--- src/rtl/cpu_ctrl_pkg.sv ---
// Shared types and constants for the MIPS core run controller.
package cpu_ctrl_pkg;

  localparam int unsigned WORD_BYTES = 4;

  typedef enum logic [2:0] {
    StIdle   = 3'd0,
    StLoad   = 3'd1,
    StRun    = 3'd2,
    StStep   = 3'd3,
    StHalted = 3'd4
  } state_t;

  typedef enum logic [2:0] {
    OpNop       = 3'd0,
    OpLoad      = 3'd1,
    OpRun       = 3'd2,
    OpStep      = 3'd3,
    OpHalt      = 3'd4,
    OpSetBp     = 3'd5,
    OpClrBp     = 3'd6,
    OpResetCore = 3'd7
  } cmd_op_t;

  typedef enum logic [2:0] {
    HcNone     = 3'd0,
    HcCmd      = 3'd1,
    HcBp       = 3'd2,
    HcLoop     = 3'd3,
    HcStepDone = 3'd4
  } halt_cause_t;

  function automatic logic [31:0] word_addr(input logic [31:0] idx);
    return idx * WORD_BYTES;
  endfunction

endpackage

--- src/rtl/imem_loader.sv ---
// Program-load stream: accepts cnt words and issues one registered imem write per handshake.
module imem_loader
  import cpu_ctrl_pkg::*;
#(
  parameter int unsigned CntW = 7
) (
  input  logic            clk_i,
  input  logic            rst_ni,
  input  logic            start_i,
  input  logic [CntW-1:0] cnt_i,
  input  logic            load_valid_i,
  output logic            load_ready_o,
  input  logic [31:0]     load_data_i,
  output logic            imem_we_o,
  output logic [31:0]     imem_waddr_o,
  output logic [31:0]     imem_wdata_o,
  output logic            done_o
);

  logic            busy_q, busy_d;
  logic [CntW-1:0] idx_q, idx_d;
  logic [CntW-1:0] cnt_q, cnt_d;
  logic            we_q, we_d;
  logic [31:0]     waddr_q, waddr_d;
  logic [31:0]     wdata_q, wdata_d;
  logic            done_q, done_d;
  logic            hs;
  logic            last;

  always_comb begin
    hs      = busy_q & load_valid_i;
    last    = hs && ((idx_q + CntW'(1)) == cnt_q);
    busy_d  = busy_q;
    idx_d   = idx_q;
    cnt_d   = cnt_q;
    we_d    = hs;
    waddr_d = waddr_q;
    wdata_d = wdata_q;
    // done lines up with the cycle that shows the final write
    done_d  = last;
    if (start_i) begin
      busy_d = 1'b1;
      idx_d  = '0;
      cnt_d  = cnt_i;
    end else if (hs) begin
      idx_d   = idx_q + CntW'(1);
      waddr_d = word_addr(32'(idx_q));
      wdata_d = load_data_i;
      if (last) begin
        busy_d = 1'b0;
      end
    end
  end

  always_ff @(posedge clk_i or negedge rst_ni) begin
    if (!rst_ni) begin
      busy_q  <= 1'b0;
      idx_q   <= '0;
      cnt_q   <= '0;
      we_q    <= 1'b0;
      waddr_q <= '0;
      wdata_q <= '0;
      done_q  <= 1'b0;
    end else begin
      busy_q  <= busy_d;
      idx_q   <= idx_d;
      cnt_q   <= cnt_d;
      we_q    <= we_d;
      waddr_q <= waddr_d;
      wdata_q <= wdata_d;
      done_q  <= done_d;
    end
  end

  assign load_ready_o = busy_q;
  assign imem_we_o    = we_q;
  assign imem_waddr_o = waddr_q;
  assign imem_wdata_o = wdata_q;
  assign done_o       = done_q;

endmodule

--- src/rtl/cpu_run_controller.sv ---
// Debug/run sequencer: loads imem, then runs, steps or halts the core with breakpoint,
// branch-to-self detection and an executed-cycle counter.
module cpu_run_controller
  import cpu_ctrl_pkg::*;
#(
  parameter int unsigned IMEM_DEPTH = 64,
  parameter int unsigned CYC_W      = 32
) (
  input  logic             clk,
  input  logic             reset,
  input  logic             cmd_valid,
  output logic             cmd_ready,
  input  logic [2:0]       cmd_op,
  input  logic [31:0]      cmd_data,
  input  logic             load_valid,
  output logic             load_ready,
  input  logic [31:0]      load_data,
  output logic             imem_we,
  output logic [31:0]      imem_waddr,
  output logic [31:0]      imem_wdata,
  input  logic [31:0]      pc,
  input  logic [31:0]      next_pc,
  output logic             core_rst,
  output logic             core_en,
  output logic [2:0]       state,
  output logic [2:0]       halt_cause,
  output logic [CYC_W-1:0] cycle_count
);

  localparam int unsigned CntW = $clog2(IMEM_DEPTH + 1);

  state_t            state_q, state_d;
  halt_cause_t       halt_cause_q, halt_cause_d;
  logic              core_rst_q, core_rst_d;
  logic [CYC_W-1:0]  cycle_count_q, cycle_count_d;
  logic              bp_en_q, bp_en_d;
  logic [31:0]       bp_addr_q, bp_addr_d;
  logic              bp_skip_q, bp_skip_d;
  logic [31:0]       step_cnt_q, step_cnt_d;

  cmd_op_t           op;
  logic              cmd_fire;
  logic              running;
  logic              bp_block;
  logic              core_en_c;
  logic [CntW-1:0]   load_cnt;
  logic              load_start;
  logic              load_done;

  always_comb begin
    cmd_ready = (state_q == StIdle) || (state_q == StRun) || (state_q == StHalted);
    cmd_fire  = cmd_valid & cmd_ready;
    op        = cmd_op_t'(cmd_op);
    running   = (state_q == StRun) || (state_q == StStep);
    bp_block  = bp_en_q && (pc == bp_addr_q) && !bp_skip_q;
    // Combinational gate so a breakpointed instruction never commits
    core_en_c = running && !bp_block;
    load_cnt  = (cmd_data > 32'(IMEM_DEPTH)) ? CntW'(IMEM_DEPTH) : cmd_data[CntW-1:0];
  end

  always_comb begin
    state_d       = state_q;
    halt_cause_d  = halt_cause_q;
    core_rst_d    = core_rst_q;
    cycle_count_d = cycle_count_q;
    bp_en_d       = bp_en_q;
    bp_addr_d     = bp_addr_q;
    bp_skip_d     = bp_skip_q;
    step_cnt_d    = step_cnt_q;
    load_start    = 1'b0;

    if (core_en_c && (cycle_count_q != '1)) begin
      cycle_count_d = cycle_count_q + CYC_W'(1);
    end

    if (cmd_fire && (op == OpSetBp)) begin
      bp_addr_d = cmd_data;
      bp_en_d   = 1'b1;
    end
    if (cmd_fire && (op == OpClrBp)) begin
      bp_en_d = 1'b0;
    end

    unique case (state_q)
      StIdle, StHalted: begin
        if (cmd_fire) begin
          case (op)
            OpLoad: begin
              if (load_cnt != '0) begin
                load_start = 1'b1;
                state_d    = StLoad;
                core_rst_d = 1'b1;
              end
            end
            OpRun, OpStep: begin
              state_d      = (op == OpRun) ? StRun : StStep;
              core_rst_d   = 1'b0;
              halt_cause_d = HcNone;
              // Resuming from a breakpoint lets that instruction through once
              bp_skip_d    = (state_q == StHalted) && (halt_cause_q == HcBp);
              if (op == OpStep) begin
                step_cnt_d = (cmd_data == '0) ? 32'd1 : cmd_data;
              end
            end
            OpResetCore: begin
              state_d       = StIdle;
              core_rst_d    = 1'b1;
              cycle_count_d = '0;
              halt_cause_d  = HcNone;
              bp_skip_d     = 1'b0;
            end
            default: ;
          endcase
        end
      end
      StLoad: begin
        if (load_done) begin
          state_d = StIdle;
        end
      end
      StRun, StStep: begin
        if (core_en_c) begin
          bp_skip_d = 1'b0;
          if (state_q == StStep) begin
            step_cnt_d = step_cnt_q - 32'd1;
          end
        end
        if (bp_block) begin
          state_d      = StHalted;
          halt_cause_d = HcBp;
        end else if (next_pc == pc) begin
          state_d      = StHalted;
          halt_cause_d = HcLoop;
        end else if ((state_q == StStep) && (step_cnt_q == 32'd1)) begin
          state_d      = StHalted;
          halt_cause_d = HcStepDone;
        end else if ((state_q == StRun) && cmd_fire && (op == OpHalt)) begin
          state_d      = StHalted;
          halt_cause_d = HcCmd;
        end
      end
      default: state_d = StIdle;
    endcase
  end

  always_ff @(posedge clk or negedge reset) begin
    if (!reset) begin
      state_q       <= StIdle;
      halt_cause_q  <= HcNone;
      core_rst_q    <= 1'b1;
      cycle_count_q <= '0;
      bp_en_q       <= 1'b0;
      bp_addr_q     <= '0;
      bp_skip_q     <= 1'b0;
      step_cnt_q    <= '0;
    end else begin
      state_q       <= state_d;
      halt_cause_q  <= halt_cause_d;
      core_rst_q    <= core_rst_d;
      cycle_count_q <= cycle_count_d;
      bp_en_q       <= bp_en_d;
      bp_addr_q     <= bp_addr_d;
      bp_skip_q     <= bp_skip_d;
      step_cnt_q    <= step_cnt_d;
    end
  end

  imem_loader #(
    .CntW(CntW)
  ) u_loader (
    .clk_i        (clk),
    .rst_ni       (reset),
    .start_i      (load_start),
    .cnt_i        (load_cnt),
    .load_valid_i (load_valid),
    .load_ready_o (load_ready),
    .load_data_i  (load_data),
    .imem_we_o    (imem_we),
    .imem_waddr_o (imem_waddr),
    .imem_wdata_o (imem_wdata),
    .done_o       (load_done)
  );

  assign state       = state_q;
  assign halt_cause  = halt_cause_q;
  assign core_rst    = core_rst_q;
  assign core_en     = core_en_c;
  assign cycle_count = cycle_count_q;

endmodule

--- config.mk ---
export PLATFORM = sky130hd
export DESIGN_NAME = cpu_run_controller
export DESIGN_NICKNAME = d
export VERILOG_FILES = /design/src/rtl/cpu_ctrl_pkg.sv /design/src/rtl/imem_loader.sv /design/src/rtl/cpu_run_controller.sv
export SDC_FILE = /design/constraint.sdc
export NUM_CORES = 1
export LEC_CHECK = 0
export ABC_CLOCK_PERIOD_IN_PS = 2500
export BUFFER_PORTS_ARGS = -buffer_cell sky130_fd_sc_hd__buf_4
export CORE_ASPECT_RATIO = 1.2
export CORE_UTILIZATION = 48
export CTS_BUF_LIST = sky130_fd_sc_hd__clkbuf_8 sky130_fd_sc_hd__clkbuf_16
export CTS_CLUSTER_SIZE = 8
export DETAILED_ROUTE_END_ITERATION = 10
export PLACE_DENSITY = 0.84
export SLEW_MARGIN = 20
export SYNTH_ARGS = -nofsm -noshare
export SYNTH_HDL_FRONTEND = slang
export SYNTH_SLANG_ARGS = --single-unit
--- constraint.sdc ---
create_clock -name clk -period 2.5 [get_ports clk]
set_input_delay 0.625 -clock clk [delete_from_list [all_inputs] [get_ports clk]]
set_output_delay 0.625 -clock clk [all_outputs]
set_load 0.01 [all_outputs]
==> run summary, run 1 <==
outcome: complete, but fails checks
violations in the final reports: design-rule violations, negative setup slack
hpwl dp: 18,930 um
number of buffers created by CTS: 17
vias post-DR: 8,131
antenna violation net count after detailed routing: 0
count of standard-cell rows: 53
clock tree root driver cell: clkbuf_16
commonest register cell after synthesis: dfrtp_1
nets@finish: 1,327
average footprint of a synthesized cell: 9.978 um^2
via count of the first global-routing pass: 7,824
setup slack after layout: -305.0 ps
clock share of power: 20.9%
number of warnings printed during yosys synthesis: 0
Leakage: 5.544 nW
number of enable flip-flop cells after synthesis: 0
final setup violation count: 25
Setup Crit Path Kind: register to register
M3 GR Usage: 3.802%
global-route wire length before repair: 39,730 um
clock transition at the registers of the reported paths: 70 ps
critical path data required time: 2820 ps
leading cell type in the layout, fill and taps excluded: buf_4
remaining design rule violation count: 18
number of violations of the max-capacitance limit: 0
io pins: 242
startpoint of the lowest-slack register-to-register path: step_cnt_q[24]$_DFFE_PN0P_
post-route minimum period: 2805 ps
Cell Pwr Density: 965.3 nW/um^2
upper clock frequency limit: 0.3565 GHz
CP Capture Type: register
unrepaired setup endpoints after global routing: true
Arrival @ worst endpoint: 3120 ps
maximum clock skew at final layout: 9.514 ps
worst hold path type: input port to asynchronous set/reset pin
count of H-tree levels built during CTS: 4
register bit total from synthesis: 161
number of buffers between clock root and the deepest sink: 2
vias per inst: 5.722
FF-to-FF setup slack: -310 ps
distinct cell type count after synthesis: 67
relative slew slack: 57.13%
number of iterations in the first detailed-routing pass: 11
gate count after technology mapping: 882
worst slack at placement: -424.3 ps
pins over their slew limit: 0
fraction of power consumed by combinational cells: 41.7%
detailed-route wire length: 26,090 um
Die X: 125.6 um
Worst Tran Pin Value: 637.2 ps
Top Usage Layer GRT: met2
setup total negative slack: -1956 ps
cell-internal power: 7.381 mW
number of port buffers: 216
area added between synthesis and finish: 38.41%
final antenna diode count: 0
Worst setup SP type: register
endpoints failing hold: 0
Net Switching: 4.378 mW
pin count of the biggest net entering global routing: 53
total routing usage reported by global routing: 27.15%
latest clock arrival within the worst-skew pair: 440 ps
Die ar.: 18,880 um^2
Worst Reg2Reg Path Length in Cells: 7
capturing point of the worst reg2reg path: halt_cause[0]$_DFFE_PN0P_
share of layout cells above drive strength 1: 35.55%
initial antenna violation count: 0
routed wirelength normalized by instance count: 18.36 um
hold-fix buffer count after cts: 0
leftover overflow at the end of global routing: 0
post-synthesis sequential area ratio: 45.79%
proportion of total power due to net switching: 37.23%
Initial Utilization: 49.71%
Placeable Area: 17,710 um^2
CTS sink count: 161
Sequential Power Share: 37.5%
fraction of registers with async set or reset after synthesis: 100.0%
most used cells in the layout excluding fill and tap cells: buf_4, dfrtp_1, nor2_1
grt met2 use: 47.17%
CTS tree: done
total design power: 11.76 mW
period utilisation layout: 112.2%
cell area after synthesis: 8801 um^2
final RePlAce weighted congestion: 0.9803
crit-path max FO: 3
met1 usage: 32.83%
peak supply drop: 0.0005486 V
DRT iter0 DRCs: 803
die span in y: 150.3 um
==> flip-flops by register name, indices dropped and copies added (netlist names) <==
register               flops
bp_addr_q                 32
bp_en_q                    1
bp_skip_q                  1
core_rst                   1
cycle_count               32
halt_cause                 3
state                      3
step_cnt_q                32
u_loader.cnt_q             7
u_loader.done_o            1
u_loader.idx_q             7
u_loader.imem_waddr_o      7
u_loader.imem_wdata_o     32
u_loader.imem_we_o         1
u_loader.load_ready_o      1
==> metal layers <==
layer	vias to the layer above	part of all wire (%)
met4	0	5.1
met3	98	6.9
li1	3701	-
met5	-	0
met1	3908	37
met2	424	51
==> power by group through the flow <==
| stage | clock (mW) | sequential, mW | combinational (mW) |
|---|---|---|---|
| 2_1_floorplan | 0 | 4.39 | 2.56 |
| 3_3_place_gp | 0 | 4.33 | 4.33 |
| 3_5_place_dp | 0 | 4.39 | 4.48 |
| 4_1_cts | 2.49 | 4.36 | 4.61 |
| 5_1_grt | 2.61 | 4.53 | 5.28 |
| 6_report | 2.45 | 4.41 | 4.90 |
==> synthesized netlist by cell type, types with 8 or more instances <==
library cell | n | area share [%]
nand2_1 | 65 | 2.8
mux2_2 | 20 | 2.6
nand3_1 | 23 | 1.3
a21oi_1 | 35 | 2.0
xor2_1 | 43 | 4.3
buf_4 | 25 | 2.1
or3_1 | 8 | 0.57
dfrtp_1 | 160 | 45
o21ai_1 | 32 | 1.8
nor3_1 | 32 | 1.8
o21ai_0 | 13 | 0.74
nor2_1 | 77 | 3.3
nand4_1 | 32 | 2.3
xnor2_1 | 64 | 6.4
clkbuf_1 | 29 | 1.2
nor4_1 | 29 | 2.1
mux2_1 | 54 | 6.9
inv_1 | 17 | 0.73
==> logic make-up (layout without fill, tap and decap cells) <==
logic type                 count (synthesis)  count (layout)  synth area share (%)
other                                      1              25               0.04261
AOI/OAI and AO/OA                        139             139                 10.12
and+or+nand+nor                          310             310                 17.86
buffers and inverters                     81             376                 4.933
xor gates and xnor gates                 107             107                 10.65
DFF                                      161             161                 45.79
adders and majority gates                  4               4                0.5687
muxes                                     79              79                 10.04
==> through the flow <==
step | instances | instance area [um^2] | utilization (%) | hold WS [ps]
after floorplan | 906 | 9017 | - | 329.4
after global placement | 1381 | 11390 | 64.35 | 470.2
after detailed placement | 1381 | 11390 | 64.35 | 482.2
after CTS | 1417 | 12010 | 67.81 | 132.9
after global routing | 1421 | 12180 | 68.80 | 159.3
final | 1421 | 12180 | 68.80 | 141.9
==> how the worst max path moves through the flow <==
stage          cells after the start  slack, ps                         to                        from
4_1_cts                            6       -220                    core_en   bp_addr_q[15]$_DFFE_PN0P_
3_3_place_gp                       9       -280   cycle_count[3]$_DFF_PN0_                      pc[12]
3_5_place_dp                       9       -420   cycle_count[5]$_DFF_PN0_                      pc[12]
5_1_grt                            7       -340  halt_cause[0]$_DFFE_PN0P_  step_cnt_q[24]$_DFFE_PN0P_
2_1_floorplan                      7       -200  halt_cause[0]$_DFFE_PN0P_  step_cnt_q[26]$_DFFE_PN0P_
6_report                           7       -310  halt_cause[0]$_DFFE_PN0P_  step_cnt_q[24]$_DFFE_PN0P_
==> repair_timing <==
action	in CTS	in global routing
cloned	0	3
pin swaps	11	9
endpoints found under the setup margin	25	38
buffers inserted	5	2
resized for setup	7	20
==> area by class of cell <==
| type | instances | area [um^2] |
|---|---|---|
| Inverter | 19 | 76.32 |
| Tap cell | 220 | 275.3 |
| Fill cell | 1286 | 5524 |
| Sequential cell | 161 | 4031 |
| Clock buffer | 17 | 425.4 |
| Multi-Input combinational cell | 664 | 4643 |
| Clock inverter | 15 | 121.4 |
| Timing Repair Buffer | 325 | 2609 |
==> critical path, stage by stage (launching register included) <==
cell and delay (ps):
dfrtp_1 420, or4_4 550, or3_4 360, or2_4 250
or4_4 510, nand4_4 110, o211a_4 190, mux2_4 290
(Power assumes the default switching activity.)
==> run 2: changes to the inputs <==
--- a/config.mk
+++ b/config.mk
@@ -8,6 +8,7 @@
 export ABC_CLOCK_PERIOD_IN_PS = 2500
 export BUFFER_PORTS_ARGS = -buffer_cell sky130_fd_sc_hd__buf_4
 export CORE_ASPECT_RATIO = 1.2
+export CORE_MARGIN = 2
 export CORE_UTILIZATION = 48
 export CTS_BUF_LIST = sky130_fd_sc_hd__clkbuf_8 sky130_fd_sc_hd__clkbuf_16
 export CTS_CLUSTER_SIZE = 8
==> run 2 against run 1 <==
  * The run ends with negative setup slack left
  * Critical path depth decreased by 1
  * First-iteration DRC count decreased by 14%
  * Final cell count about the same
  * Utilization is 1.3 points lower
  * Die area increased by 2.9%
  * Sequential cell count is the same
  * Clock power up 13%
  * Routed wire length shrank 1.3%
  * Setup slack better by 110 ps
  * Largest cell class unchanged
==> run summary, run 2 (synthesis results as in run 1) <==
io pins: 242 (unchanged)
leading cell type in the layout, fill and taps excluded: buf_4
endpoints failing hold: 0 (unchanged)
count of standard-cell rows: 54 (+1.9%)
final antenna diode count: 0 (unchanged)
post-route minimum period: 2698 ps (-107.0 ps)
detailed-route wire length: 25,760 um (-1.3%)
FF-to-FF setup slack: -130 ps (+180 ps)
capturing point of the worst reg2reg path: halt_cause[0]$_DFFE_PN0P_
count of H-tree levels built during CTS: 4 (unchanged)
share of layout cells above drive strength 1: 35.62% (+0.065 points)
Setup Crit Path Kind: register to primary output
proportion of total power due to net switching: 35.84% (-1.4 points)
FF+latch area: 4030 um^2 (about the same)
crit-path max FO: 2 (-1)
die span in y: 152.3 um (+1.3%)
peak supply drop: 0.0006608 V (+20%)
antenna violation net count after detailed routing: 0 (unchanged)
worst slack at placement: -262.6 ps (+161.6 ps)
setup slack after layout: -198.0 ps (+107.0 ps)
outcome: complete, but fails checks
pins over their slew limit: 0 (unchanged)
number of buffers between clock root and the deepest sink: 2 (unchanged)
final setup violation count: 8 (-68%)
CTS tree: done
Die X: 127.6 um (+1.6%)
routed wirelength normalized by instance count: 18.14 um (-1.2%)
Worst setup SP type: register
total design power: 12.01 mW (+2.1%)
fraction of power consumed by combinational cells: 40.4% (-1.3 points)
Initial Utilization: 48.60% (-1.1 points)
number of fillers in the final layout: 1,354 (+5.3%)
final RePlAce weighted congestion: 0.9244 (-5.7%)
nets@finish: 1,322 (-0.38%)
final std cell area, no fill: 12,220 um^2 (+0.33%)
most used cells in the layout excluding fill and tap cells: buf_4, dfrtp_1, nor2_1
total routing usage reported by global routing: 25.88% (-1.3 points)
hpwl dp: 18,980 um (+0.26%)
cell-internal power: 7.706 mW (+4.4%)
worst hold path type: input port to asynchronous set/reset pin
Worst Reg2Reg Path Length in Cells: 7 (unchanged)
Arrival @ worst endpoint: 2070 ps (-1050 ps)
violations in the final reports: negative setup slack
Worst Tran Pin Value: 631.6 ps (-5.625 ps)
vias post-DR: 8,058 (-0.90%)
launch point of the critical path: bp_addr_q[14]$_DFFE_PN0P_
leftover overflow at the end of global routing: 0 (unchanged)
remaining design rule violation count: 0 (-18)
CP Capture Type: primary output
Sequential Power Share: 36.6% (-0.9 points)
pin count of the biggest net entering global routing: 75 (+42%)
number of iterations in the first detailed-routing pass: 8 (-3)
post-detailed-placement cell area: 11,300 um^2 (-0.86%)
initial antenna violation count: 0 (unchanged)
area added between synthesis and finish: 38.87%
number of port buffers: 216 (unchanged)
clock transition at the registers of the reported paths: 70 ps (about the same)
global-route wire length before repair: 39,580 um (-0.38%)
startpoint of the lowest-slack register-to-register path: step_cnt_q[27]$_DFFE_PN0P_
vias per inst: 5.675 (-0.83%)
period utilisation layout: 107.9% (-4.3 points)
core utilization of the finished layout: 67.50% (-1.3 points)
clock tree root driver cell: clkbuf_16
Cell Pwr Density: 982.7 nW/um^2 (+1.8%)
number of violations of the max-capacitance limit: 0 (unchanged)
number of buffers created by CTS: 17 (unchanged)
Leakage: 5.555 nW (+0.21%)
clock share of power: 23.0% (+2.1 points)
capture point of the worst path: core_en
combined area of the multi-input logic cells: 4663 um^2 (+0.43%)
unrepaired setup endpoints after global routing: true
maximum clock skew at final layout: 9.167 ps (-0.3471 ps)
hold-fix buffer count after cts: 0 (unchanged)
Placeable Area: 18,110 um^2 (+2.3%)
relative slew slack: 57.51% (+0.38 points)
Die ar.: 19,440 um^2 (+2.9%)
CTS sink count: 161 (unchanged)
upper clock frequency limit: 0.3706 GHz (+4.0%)
latest clock arrival within the worst-skew pair: 430 ps (about the same)
DRT iter0 DRCs: 691 (-14%)
via count of the first global-routing pass: 7,787 (-0.47%)
critical path data required time: 1880 ps (-940 ps)
Net Switching: 4.304 mW (-1.7%)
[run 2: changes by cell type in the layout (fill, tap and decap cells not counted), moves of 2 or more]
| cell | previous run | this run |
|---|---|---|
| xor2_1 | 41 | 43 |
| nor4_2 | 4 | 6 |
| buf_6 | 7 | 5 |
| clkinv_2 | 3 | 0 |
| xor2_2 | 2 | 0 |
| bufinv_16 | 0 | 3 |
[run 2: final cells by class]
| class | instances | area share (%) |
|---|---|---|
| flip-flops and latches | 161 | 32.98 |
| clock buffers | 18 | 3.593 |
| well taps | 224 | 2.293 |
| inverters | 19 | 0.6245 |
| repair buffers | 320 | 20.81 |
| multi-input cells | 664 | 38.16 |
| clock inverters | 14 | 1.546 |
[run 2: power by group through the flow]
stage / clock (mW) / combinational [mW] / sequential, mW
floorplan: 0 / 2.56 / 4.39
detailed placement: 0 / 4.44 / 4.40
global route: 2.91 / 5.25 / 4.51
CTS: 2.80 / 4.65 / 4.37
finish: 2.76 / 4.86 / 4.39
global placement: 0 / 4.28 / 4.34
[run 2: how the worst min path moves through the flow]
stage / from / endpoint / slack (ps) / cells after the start
after floorplan: reset / bp_addr_q[0]$_DFFE_PN0P_ / 330 / 0
after global placement: u_loader.imem_wdata_o[22]$_DFFE_PN0P_ / u_loader.imem_wdata_o[22]$_DFFE_PN0P_ / 470 / 1
after detailed placement: u_loader.imem_waddr_o[7]$_DFFE_PN0P_ / u_loader.imem_waddr_o[7]$_DFFE_PN0P_ / 480 / 1
after CTS: reset / bp_addr_q[17]$_DFFE_PN0P_ / 90 / 1
after global routing: reset / bp_addr_q[17]$_DFFE_PN0P_ / 100 / 1
final: reset / bp_addr_q[17]$_DFFE_PN0P_ / 80 / 1
[run 2: per-stage QoR]
stage | std cells | hold slack (ps) | TNS (ps)
after floorplan | 906 | 329.4 | -1208
after global placement | 1373 | 474.6 | -15520
after detailed placement | 1373 | 482.8 | -17170
after CTS | 1413 | 93.97 | -381.0
after global routing | 1420 | 104.3 | -1859
final | 1420 | 82.48 | -453.1
[run 2: repair_timing]
action	CTS	global route
setup buffers	8	5
gates resized for setup	14	16
pin swaps	16	8
setup endpoints to repair	9	60
gates cloned	0	3
[run 2: worst max-delay path, cell delays in order, from the launching register on]
cell and delay [ps]:
dfrtp_1 400, xor2_1 170, nor4_2 310, nand4_1 240, o31ai_4 320, inv_6 70
buf_6 120
[run 2: routing by layer]
metal | wire length, um | up-vias | global-route usage, %
li1 | - | 3700 | -
met5 | 0 | - | 0
met3 | 2023 | 80 | 5.302
met1 | 9500 | 3883 | 30.62
met4 | 1239 | 0 | 11.72
met2 | 12990 | 395 | 45.00
==> run 3: changes to the inputs <==
--- a/config.mk
+++ b/config.mk
@@ -6,7 +6,7 @@
 export NUM_CORES = 1
 export LEC_CHECK = 0
 export ABC_CLOCK_PERIOD_IN_PS = 2500
-export BUFFER_PORTS_ARGS = -buffer_cell sky130_fd_sc_hd__buf_4
+export BUFFER_PORTS_ARGS = -buffer_cell sky130_fd_sc_hd__buf_2
 export CORE_ASPECT_RATIO = 1.2
 export CORE_MARGIN = 2
 export CORE_UTILIZATION = 48
==> run 3 against run 2 <==
  * The run still ends with negative setup slack left
  * Count of clock-buffer cells in the layout decreased by 1
  * Sequential share of layout area increased by 1.9 points
  * Setup slack got worse by 63 ps
  * Clock skew increased by 1.9 ps
  * Maximum frequency decreased by 2.3%
  * Design area decreased by 5.3%
  * Final cell count decreased by 0.42%
==> run summary, run 3 (synthesis results as in run 1) <==
outcome: complete, but fails checks
violations in the final reports: negative setup slack
share of layout cells above drive strength 1: 35.21% (-0.41 points)
leftover overflow at the end of global routing: 0 (unchanged)
crit-path max FO: 2 (unchanged)
DRT iter0 DRCs: 682 (-1.3%)
post-route minimum period: 2761 ps (+63.22 ps)
CTS tree: done
final RePlAce weighted congestion: 0.9484 (+2.6%)
peak supply drop: 0.0005795 V (-12%)
vias post-DR: 7,988 (-0.87%)
Arrival @ worst endpoint: 2140 ps (+70 ps)
number of buffers created by CTS: 17 (unchanged)
pin count of the biggest net entering global routing: 50 (-33%)
nets@finish: 1,316 (-0.45%)
number of fillers in the final layout: 1,404 (+3.7%)
Placeable Area: 18,110 um^2 (unchanged)
total routing usage reported by global routing: 25.81% (-0.068 points)
setup slack after layout: -261.2 ps (-63.22 ps)
die span in y: 152.3 um (unchanged)
latest clock arrival within the worst-skew pair: 430 ps (about the same)
Die ar.: 19,440 um^2 (unchanged)
Leakage: 5.327 nW (-4.1%)
Initial Utilization: 48.60% (unchanged)
Cell Pwr Density: 994.4 nW/um^2 (+1.2%)
upper clock frequency limit: 0.3622 GHz (-2.3%)
period utilisation layout: 110.4% (+2.5 points)
pins over their slew limit: 0 (unchanged)
startpoint of the lowest-slack register-to-register path: step_cnt_q[24]$_DFFE_PN0P_
clock transition at the registers of the reported paths: 70 ps (about the same)
antenna violation net count after detailed routing: 0 (unchanged)
FF+latch area: 4030 um^2 (unchanged)
number of buffers between clock root and the deepest sink: 2 (unchanged)
hold slack final: 132.4 ps (+49.89 ps)
most used cells in the layout excluding fill and tap cells: buf_2, dfrtp_1, buf_4
critical path data required time: 1880 ps (about the same)
CTS sink count: 161 (unchanged)
initial antenna violation count: 0 (unchanged)
final std cell area, no fill: 11,570 um^2 (-5.3%)
relative slew slack: 42.72% (-15 points)
number of iterations in the first detailed-routing pass: 6 (-2)
io pins: 242 (unchanged)
launch point of the critical path: bp_addr_q[12]$_DFFE_PN0P_
Setup Crit Path Kind: register to primary output
hpwl dp: 18,830 um (-0.75%)
Die X: 127.6 um (unchanged)
final antenna diode count: 0 (unchanged)
global-route wire length before repair: 39,250 um (-0.84%)
total design power: 11.51 mW (-4.2%)
worst slack at placement: -316.6 ps (-53.97 ps)
count of standard-cell rows: 54 (unchanged)
area added between synthesis and finish: 31.48%
endpoints failing hold: 0 (unchanged)
leading cell type in the layout, fill and taps excluded: buf_2
maximum clock skew at final layout: 11.05 ps (+1.887 ps)
unrepaired setup endpoints after global routing: true
worst hold path type: input port to asynchronous set/reset pin
post-detailed-placement cell area: 10,790 um^2 (-4.5%)
detailed-route wire length: 25,680 um (-0.31%)
Worst setup SP type: register
via count of the first global-routing pass: 7,569 (-2.8%)
number of violations of the max-capacitance limit: 0 (unchanged)
number of port buffers: 216 (unchanged)
combined area of the multi-input logic cells: 4644 um^2 (-0.40%)
routed wirelength normalized by instance count: 18.16 um (+0.11%)
final setup violation count: 25 (+17)
clock tree root driver cell: clkbuf_16
setup total negative slack: -1130 ps (-676.5 ps)
remaining design rule violation count: 0 (unchanged)
hold-fix buffer count after cts: 0 (unchanged)
vias per inst: 5.649 (-0.45%)
count of H-tree levels built during CTS: 4 (unchanged)
Worst Tran Pin Value: 859.2 ps (+227.7 ps)
CP Capture Type: primary output
run 3: cell count changes in the layout (fill, tap and decap cells not counted), moves of 2 or more:
cell | previous run | this run
a21oi_2 | 1 | 4
a21oi_1 | 34 | 31
buf_4 | 306 | 87
buf_2 | 0 | 214
clkinv_4 | 3 | 1
clkinvlp_4 | 0 | 3
run 3: through the flow:
step	util (%)	cells
after floorplan	-	906
after global routing	63.90	1414
final	63.90	1414
after detailed placement	59.58	1377
after CTS	63.34	1411
after global placement	59.58	1377
run 3: worst max-delay path, stage by stage (launching register included):
cell and delay, ps:
dfrtp_1 400, xor2_1 160, nor4_2 330, nand4_1 250, o31ai_4 390, inv_6 60
buf_6 120
run 3: cell type report:
type | instances | share of cell area (%)
flip-flops and latches | 161 | 34.83
well taps | 224 | 2.422
clock buffers | 17 | 3.676
inverters | 19 | 0.6596
repair buffers | 314 | 16.81
clock inverters | 15 | 1.460
multi-input cells | 664 | 40.14
run 3: path summary, 6_finish.rpt:
check	to	slack, ps	cells past startpoint
max	core_en	-260	6
min	bp_addr_q[28]$_DFFE_PN0P_	130	1
max reg2reg	halt_cause[0]$_DFFE_PN0P_	-140	7
min reg2reg	u_loader.imem_wdata_o[3]$_DFFE_PN0P_	490	1
max in group asynchronous	step_cnt_q[8]$_DFFE_PN0P_	1600	2
min in group clk	u_loader.imem_wdata_o[0]$_DFFE_PN0P_	410	2
run 3: power breakdown:
part | leakage (nW) | internal, mW | total, mW | switching, mW
combinational | 3.03 | 2.19 | 4.50 | 2.31
clock | 0.284 | 1.50 | 2.67 | 1.17
sequential | 2.01 | 3.56 | 4.34 | 0.781
run 3: what timing repair did:
| item | CTS | global route |
|---|---|---|
| setup endpoints to repair | 8 | 62 |
| pin swaps | 8 | 8 |
| cloned | 0 | 2 |
| endpoints found under the hold margin | 0 | 0 |
| buffers inserted | 2 | 2 |
| resized for setup | 13 | 13 |
run 3: per-layer routing:
| layer | wire length (um) | track usage [%] | part of all wire [%] |
|---|---|---|---|
| met2 | 12960 | 45.23 | 50 |
| met4 | 1106 | 11.98 | 4.3 |
| met5 | 0 | 0 | 0 |
| met1 | 9640 | 30.21 | 38 |
| met3 | 1969 | 5.091 | 7.7 |
